**src/rtl/vga_pkg.sv**
```systemverilog
// Shared raster constants for the debug display: default 800x480 timing and
// the coordinate/colour widths that the timing block and the renderer agree on.
package vga_pkg;

  localparam int COORD_W = 11;
  localparam int RGB_W   = 24;

  localparam int H_ACTIVE_D = 800;
  localparam int H_FP_D     = 40;
  localparam int H_SYNC_D   = 128;
  localparam int H_BP_D     = 88;
  localparam int V_ACTIVE_D = 480;
  localparam int V_FP_D     = 13;
  localparam int V_SYNC_D   = 3;
  localparam int V_BP_D     = 29;

  // Raw (active-high) control bundle carried down the alignment pipeline
  typedef struct packed {
    logic de;
    logic hs;
    logic vs;
    logic fs;
  } vga_ctl_t;

  function automatic int span_total(input int act, input int fp, input int sync, input int bp);
    return act + fp + sync + bp;
  endfunction

endpackage

```
**src/rtl/vga_delay_line.sv**
```systemverilog
// Fixed-depth shift register with async reset and per-bit reset value;
// DEPTH of 0 degenerates to a straight wire.
module vga_delay_line #(
  parameter int               WIDTH   = 1,
  parameter int               DEPTH   = 1,
  parameter logic [WIDTH-1:0] RST_VAL = '0
) (
  input  logic             clk,
  input  logic             rst,
  input  logic [WIDTH-1:0] i_d,
  output logic [WIDTH-1:0] o_q
);

  generate
    if (DEPTH == 0) begin : g_wire
      assign o_q = i_d;
    end else begin : g_pipe
      logic [DEPTH-1:0][WIDTH-1:0] r_pipe;

      always_ff @(posedge clk or posedge rst) begin
        if (rst) begin
          r_pipe <= {DEPTH{RST_VAL}};
        end else begin
          r_pipe[0] <= i_d;
          for (int k = 1; k < DEPTH; k++) r_pipe[k] <= r_pipe[k-1];
        end
      end

      assign o_q = r_pipe[DEPTH-1];
    end
  endgenerate

endmodule

```
**src/rtl/vga_timing.sv**
```systemverilog
// Raster timing generator: free-running h/v counters feed the renderer, and the
// sync/de decode is delayed to line up with the renderer's returned pixel.
module vga_timing
  import vga_pkg::*;
#(
  parameter int   H_ACTIVE      = H_ACTIVE_D,
  parameter int   H_FP          = H_FP_D,
  parameter int   H_SYNC        = H_SYNC_D,
  parameter int   H_BP          = H_BP_D,
  parameter int   V_ACTIVE      = V_ACTIVE_D,
  parameter int   V_FP          = V_FP_D,
  parameter int   V_SYNC        = V_SYNC_D,
  parameter int   V_BP          = V_BP_D,
  parameter logic HSYNC_POL     = 1'b0,
  parameter logic VSYNC_POL     = 1'b0,
  parameter int   PIXEL_LATENCY = 2
) (
  input  logic               clk,
  input  logic               reset,
  output logic [COORD_W-1:0] vga_h,
  output logic [COORD_W-1:0] vga_v,
  input  logic [RGB_W-1:0]   pixel_in,
  output logic [7:0]         vga_r,
  output logic [7:0]         vga_g,
  output logic [7:0]         vga_b,
  output logic               vga_hsync,
  output logic               vga_vsync,
  output logic               vga_de,
  output logic               frame_start
);

  localparam int H_TOTAL = span_total(H_ACTIVE, H_FP, H_SYNC, H_BP);
  localparam int V_TOTAL = span_total(V_ACTIVE, V_FP, V_SYNC, V_BP);

  generate
    if (H_TOTAL > 2047 || V_TOTAL > 2047) begin : g_bad_total
      $fatal(1, "vga_timing: H_TOTAL/V_TOTAL exceed the 11-bit coordinate range");
    end
    if (PIXEL_LATENCY < 0 || PIXEL_LATENCY > 7) begin : g_bad_lat
      $fatal(1, "vga_timing: PIXEL_LATENCY must be 0..7");
    end
  endgenerate

  localparam logic [COORD_W-1:0] H_LAST   = COORD_W'(H_TOTAL - 1);
  localparam logic [COORD_W-1:0] V_LAST   = COORD_W'(V_TOTAL - 1);
  localparam logic [COORD_W-1:0] H_ACT_C  = COORD_W'(H_ACTIVE);
  localparam logic [COORD_W-1:0] V_ACT_C  = COORD_W'(V_ACTIVE);
  localparam logic [COORD_W-1:0] H_HS_BEG = COORD_W'(H_ACTIVE + H_FP);
  localparam logic [COORD_W-1:0] H_HS_END = COORD_W'(H_ACTIVE + H_FP + H_SYNC);
  localparam logic [COORD_W-1:0] V_VS_BEG = COORD_W'(V_ACTIVE + V_FP);
  localparam logic [COORD_W-1:0] V_VS_END = COORD_W'(V_ACTIVE + V_FP + V_SYNC);

  logic [COORD_W-1:0] r_h, r_v;
  vga_ctl_t           w_ctl0, w_ctl_d;

  logic               r_de, r_hs, r_vs, r_fs;
  logic [RGB_W-1:0]   r_rgb;

  always_ff @(posedge clk or posedge reset) begin
    if (reset) begin
      r_h <= '0;
      r_v <= '0;
    end else if (r_h == H_LAST) begin
      r_h <= '0;
      r_v <= (r_v == V_LAST) ? '0 : r_v + 1'b1;
    end else begin
      r_h <= r_h + 1'b1;
    end
  end

  // v only moves on the h wrap, so vsync naturally changes at h == 0
  always_comb begin
    w_ctl0    = '0;
    w_ctl0.de = (r_h < H_ACT_C) && (r_v < V_ACT_C);
    w_ctl0.hs = (r_h >= H_HS_BEG) && (r_h < H_HS_END);
    w_ctl0.vs = (r_v >= V_VS_BEG) && (r_v < V_VS_END);
    w_ctl0.fs = (r_h == '0) && (r_v == '0);
  end

  vga_delay_line #(
    .WIDTH  ($bits(vga_ctl_t)),
    .DEPTH  (PIXEL_LATENCY),
    .RST_VAL('0)
  ) u_ctl_dly (
    .clk (clk),
    .rst (reset),
    .i_d (w_ctl0),
    .o_q (w_ctl_d)
  );

  // Polarity is applied only here so the pipeline always resets to "inactive"
  always_ff @(posedge clk or posedge reset) begin
    if (reset) begin
      r_de  <= 1'b0;
      r_hs  <= ~HSYNC_POL;
      r_vs  <= ~VSYNC_POL;
      r_fs  <= 1'b0;
      r_rgb <= '0;
    end else begin
      r_de  <= w_ctl_d.de;
      r_hs  <= w_ctl_d.hs ? HSYNC_POL : ~HSYNC_POL;
      r_vs  <= w_ctl_d.vs ? VSYNC_POL : ~VSYNC_POL;
      r_fs  <= w_ctl_d.fs;
      r_rgb <= w_ctl_d.de ? pixel_in : '0;
    end
  end

  assign vga_h       = r_h;
  assign vga_v       = r_v;
  assign vga_r       = r_rgb[23:16];
  assign vga_g       = r_rgb[15:8];
  assign vga_b       = r_rgb[7:0];
  assign vga_hsync   = r_hs;
  assign vga_vsync   = r_vs;
  assign vga_de      = r_de;
  assign frame_start = r_fs;

endmodule
```
**config.mk**
```make
export PLATFORM = sky130hd
export DESIGN_NAME = vga_timing
export DESIGN_NICKNAME = d
export VERILOG_FILES = /design/src/rtl/vga_pkg.sv /design/src/rtl/vga_delay_line.sv /design/src/rtl/vga_timing.sv
export SDC_FILE = /design/constraint.sdc
export NUM_CORES = 1
export LEC_CHECK = 0
export ABC_CLOCK_PERIOD_IN_PS = 1970
export CAP_MARGIN = 20
export CORE_MARGIN = 1.5
export CORE_UTILIZATION = 35
export CTS_CLUSTER_SIZE = 14
export DETAILED_ROUTE_END_ITERATION = 8
export HOLD_SLACK_MARGIN = 0.15
export SLEW_MARGIN = 0
export SYNTH_ARGS = -nofsm -noshare
export SYNTH_HDL_FRONTEND = slang
export SYNTH_SLANG_ARGS = --single-unit
```
**constraint.sdc**
```tcl
create_clock -name clk -period 1.97 [get_ports clk]
set_input_delay 0.394 -clock clk [delete_from_list [all_inputs] [get_ports clk]]
set_output_delay 0.394 -clock clk [all_outputs]
set_load 0.02 [all_outputs]
```
==> impl_summary.log <==
INFO  metric combinational_family_with_the_most_area_after_synthesis = simple AND/OR/NAND/NOR gates
INFO  metric max_clock_freq = between 500 and 600 MHz
INFO  metric required_time_worst_endpoint = 1580 ps
INFO  metric largest_net_degree_at_the_start_of_global_routing = a little under 60
INFO  metric setup_total_negative_slack = 0 ps
INFO  metric ys_seq_elements = slightly below 60
INFO  metric finalSetupViolCount = 0
INFO  metric synth.area.mux_share = 0.489%
INFO  metric min_period_over_period = 95.5%
INFO  metric ratio_of_total_power_to_cell_area = 764 nW/µm²
INFO  metric met3_track_demand_over_resource = 5.74%
INFO  metric synthDistinctLibCells = 37
INFO  metric clock_insertion_delay_worst_skew = 330 ps
INFO  metric drv.max_cap_violation_count = 0
INFO  metric num_io_pins = 76
INFO  metric layout.nets = 301
INFO  metric number_of_global_route_vias_before_repair = 1670
INFO  metric full_die_area = 7070 µm²
INFO  metric grt_pass1_wl = 8.49 mm
INFO  metric multi_input_area = 795 µm²
INFO  metric ant_nets = 0
INFO  metric antenna_cells_inserted = 0
INFO  metric floorplan.initialDensity = 36.3%
INFO  metric yosys_warnings = 0
INFO  metric synth-seq-area-share = a little over three fifths
INFO  metric relSlewSlack = between 60% and 70%
INFO  metric worstPathArrival = approximately 1500 ps
INFO  metric number_of_standard_cell_rows_in_the_floorplan = 29
INFO  metric setup.worst_path.end_class = output pin
INFO  metric first_pass_iters = 4
INFO  metric tritoncts.num_buffers = 9
INFO  metric synth_top_cell_area_share = 60.9%
INFO  metric clkSlewWorstSetupHoldPaths = 70 ps
INFO  metric grt_setup_unrepaired = no
INFO  metric post_synthesis_net_count = 215
INFO  metric area.growth.synth_to_final = 47.4%
INFO  metric holdBufCountCts = 0
INFO  metric detailedPlacementHpwl = about 3.4 mm
INFO  metric sum_of_routed_wire_length_over_all_layers = 4.87 mm
INFO  metric clock-root-buffer = sky130_fd_sc_hd__clkbuf_8
INFO  metric min_period = 1880 ps
INFO  metric port_buffers = 75
INFO  metric synth_area_leaders = sky130_fd_sc_hd__dfrtp_1 (61%), sky130_fd_sc_hd__and2_1 (6.8%), sky130_fd_sc_hd__xor2_1 (3.4%)
INFO  metric synthesized_area_fraction_occupied_by_ao_oa_aoi_and_oai_cells = 4.08%
INFO  metric route.detailed.vias_per_inst = 4.68
INFO  metric post_synth_instance_area = 2300 µm²
INFO  metric layout_setup_ws = 88.9 ps
INFO  metric yosys.area_share.xor_xnor = under 10%
INFO  metric width_of_the_chip = roughly 84 µm
INFO  metric grt_antenna_before_repair = 0
INFO  metric cellLeakagePower = ~0.0015 µW
INFO  metric finalClockSkew = 9.95 ps
INFO  metric syn_area_per_cell = between 10 and 15 µm²
INFO  metric regArea = 1450 µm²
INFO  metric maxSlewViolCount = 0
INFO  metric met1_track_usage_gr = roughly a fifth
INFO  metric busiest_layer = met2
INFO  metric drt_iter0_markers = 18
INFO  metric irDropWorstVdd = just under 0.4 mV
INFO  metric remaining_drc_errors = 0
INFO  metric post_cts.repair.setup_buffers = 0
INFO  metric grt_use_total = between 15 and 20%
INFO  metric hp-class = reg -> reg
INFO  metric drive_gt1_share = about an eighth
INFO  metric htree_num_levels = 3
INFO  metric met2_usage = 23.3%
INFO  metric synth_top_area_cell = sky130_fd_sc_hd__dfrtp_1
INFO  metric post_cts_resized = 0
INFO  metric routabilityCongestion = between 0.7 and 0.8
INFO  metric cts_num_sinks = 58
INFO  metric crit_path_start_kind = flop
INFO  metric n_fill_cell = 544
INFO  metric drt-wirelength-per-cell = between 10 and 15 µm
INFO  metric tritoncts = done
INFO  metric timing.final.hold_violations = 0
INFO  metric route.vias.total = 1646
INFO  metric design.core.area = 6350 µm²
INFO  metric synth_fa_ha_area_share = 2.72%
INFO  metric pre_cts_ws = 207 ps
INFO  metric grt-ovfl-total = 0
INFO  metric synthCells = 184
INFO  metric path_max_fanout = 6
INFO  metric die_h = 84.1 µm
INFO  metric worstMarginPinSlew = 502 ps
INFO  metric post_synth_and_or_nand_nor_area_fraction = 21.9%
INFO  metric cts-root-to-sink-buffers = 2
INFO  metric path_class = reg -> out
INFO  metric run_status = finished clean
## cell usage in the layout, fill, tap and decap left out, types with 3 or more instances in the layout
cell type	instances
sky130_fd_sc_hd__and3_2	3
sky130_fd_sc_hd__nand4_1	3
sky130_fd_sc_hd__nand3_1	7
sky130_fd_sc_hd__o31ai_1	3
sky130_fd_sc_hd__inv_1	7
sky130_fd_sc_hd__xor2_1	9
sky130_fd_sc_hd__and2_1	25
sky130_fd_sc_hd__buf_4	4
sky130_fd_sc_hd__nand2_1	9
sky130_fd_sc_hd__xnor2_1	5
sky130_fd_sc_hd__o21ai_0	4
sky130_fd_sc_hd__dfrtp_1	56
sky130_fd_sc_hd__nor2_1	7
sky130_fd_sc_hd__ha_1	5
sky130_fd_sc_hd__nor3_1	9
sky130_fd_sc_hd__clkbuf_8	9
sky130_fd_sc_hd__clkdlybuf4s50_1	75
## routing by layer
layer / share of wire, % / vias up
met2: 45 / 65
met3: 7.3 / 5
met5: 0 / -
met4: 0.84 / 0
li1: - / 806
met1: 47 / 770
## kinds of logic after synthesis
logic type,Yosys count
and+or+nand+nor,80
DFF,58
xor gates and xnor gates,14
AOI/OAI and AO/OA,13
buffers and inverters,13
adders and majority gates,5
muxes,1
## through the flow
step / area (µm²) / power (µW) / hold WS [ps] / util (%) / instances
detailed placement: 3180 / 1430 / 338 / 50.0 / 336
CTS: 3390 / 2630 / 353 / 53.4 / 352
global placement: 3180 / 1420 / 332 / 50.0 / 336
finish: 3390 / 2590 / 351 / 53.4 / 352
floorplan: 2300 / 1310 / 331 / - / 184
global route: 3390 / 2730 / 356 / 53.4 / 352
## report_power, final
part | internal [µW] | switching, µW | total, µW
Sequential | 1220 | 6.67 | 1220
Combinational | 101 | 76.9 | 178
Clock | 709 | 482 | 1190
## registers in the layout, summed over array words and instances (netlist names)
| signal | flops |
|---|---|
| r_rgb | 24 |
| vga_vsync | 1 |
| frame_start | 1 |
| u_ctl_dly.g_pipe.r_pipe | 4 |
| vga_v | 11 |
| u_ctl_dly.o_q | 4 |
| vga_h | 11 |
| vga_hsync | 1 |
| vga_de | 1 |
## cell usage after synthesis
cell and count:
sky130_fd_sc_hd__mux2_2 1, sky130_fd_sc_hd__inv_1 8, sky130_fd_sc_hd__xnor2_1 5, sky130_fd_sc_hd__and3_1 2
sky130_fd_sc_hd__and4_2 1, sky130_fd_sc_hd__nor2b_1 1, sky130_fd_sc_hd__nor2_1 7, sky130_fd_sc_hd__and2_1 25
sky130_fd_sc_hd__dfstp_2 2, sky130_fd_sc_hd__nor3b_1 1, sky130_fd_sc_hd__nand4_4 1, sky130_fd_sc_hd__or4b_1 1
sky130_fd_sc_hd__xor2_1 9, sky130_fd_sc_hd__or4_1 2, sky130_fd_sc_hd__nor4_4 1, sky130_fd_sc_hd__and3_2 3
sky130_fd_sc_hd__dfrtp_1 56, sky130_fd_sc_hd__nand3_1 7, sky130_fd_sc_hd__nor3_1 9, sky130_fd_sc_hd__nand2_1 9
sky130_fd_sc_hd__o21ai_0 4, sky130_fd_sc_hd__nand4_1 3, sky130_fd_sc_hd__o211a_1 1, sky130_fd_sc_hd__nand4b_1 1
sky130_fd_sc_hd__ha_1 5, sky130_fd_sc_hd__a22o_1 2, sky130_fd_sc_hd__o31ai_1 3, sky130_fd_sc_hd__a22oi_1 1
sky130_fd_sc_hd__a21o_1 1, sky130_fd_sc_hd__buf_2 1, sky130_fd_sc_hd__clkbuf_1 3, sky130_fd_sc_hd__nand3_2 1
sky130_fd_sc_hd__buf_4 1, sky130_fd_sc_hd__and4_4 1, sky130_fd_sc_hd__and4b_1 2, sky130_fd_sc_hd__a2bb2oi_1 1
sky130_fd_sc_hd__nor4_1 2
## path summary, 6_finish.rpt
check	from	end	cells after the start	slack, ps
setup reg to reg	vga_h[0]	vga_v[9]	5	180
hold / removal	u_ctl_dly.g_pipe.r_pipe[2]	u_ctl_dly.o_q[2]	0	350
min in group asynchronous	reset	u_ctl_dly.o_q[1]	3	440
setup / recovery	vga_h[7]	vga_h[7]	2	90
hold reg to reg	u_ctl_dly.g_pipe.r_pipe[2]	u_ctl_dly.o_q[2]	0	350
max in group asynchronous	reset	vga_hsync	3	1230
## area by class of cell
type	count	share of cell area, %
inverters	8	0.885
flip-flops and latches	58	42.8
multi-input cells	113	23.4
well taps	77	2.84
clock buffers	9	3.65
repair buffers	80	23.6
clock inverters	7	2.77
## critical path, cell delays in order, from the launching register on
cell	delay [ps]
sky130_fd_sc_hd__dfrtp_1	390
sky130_fd_sc_hd__buf_4	170
sky130_fd_sc_hd__clkdlybuf4s50_1	600
Note: power is estimated with default switching activity, not from simulation.
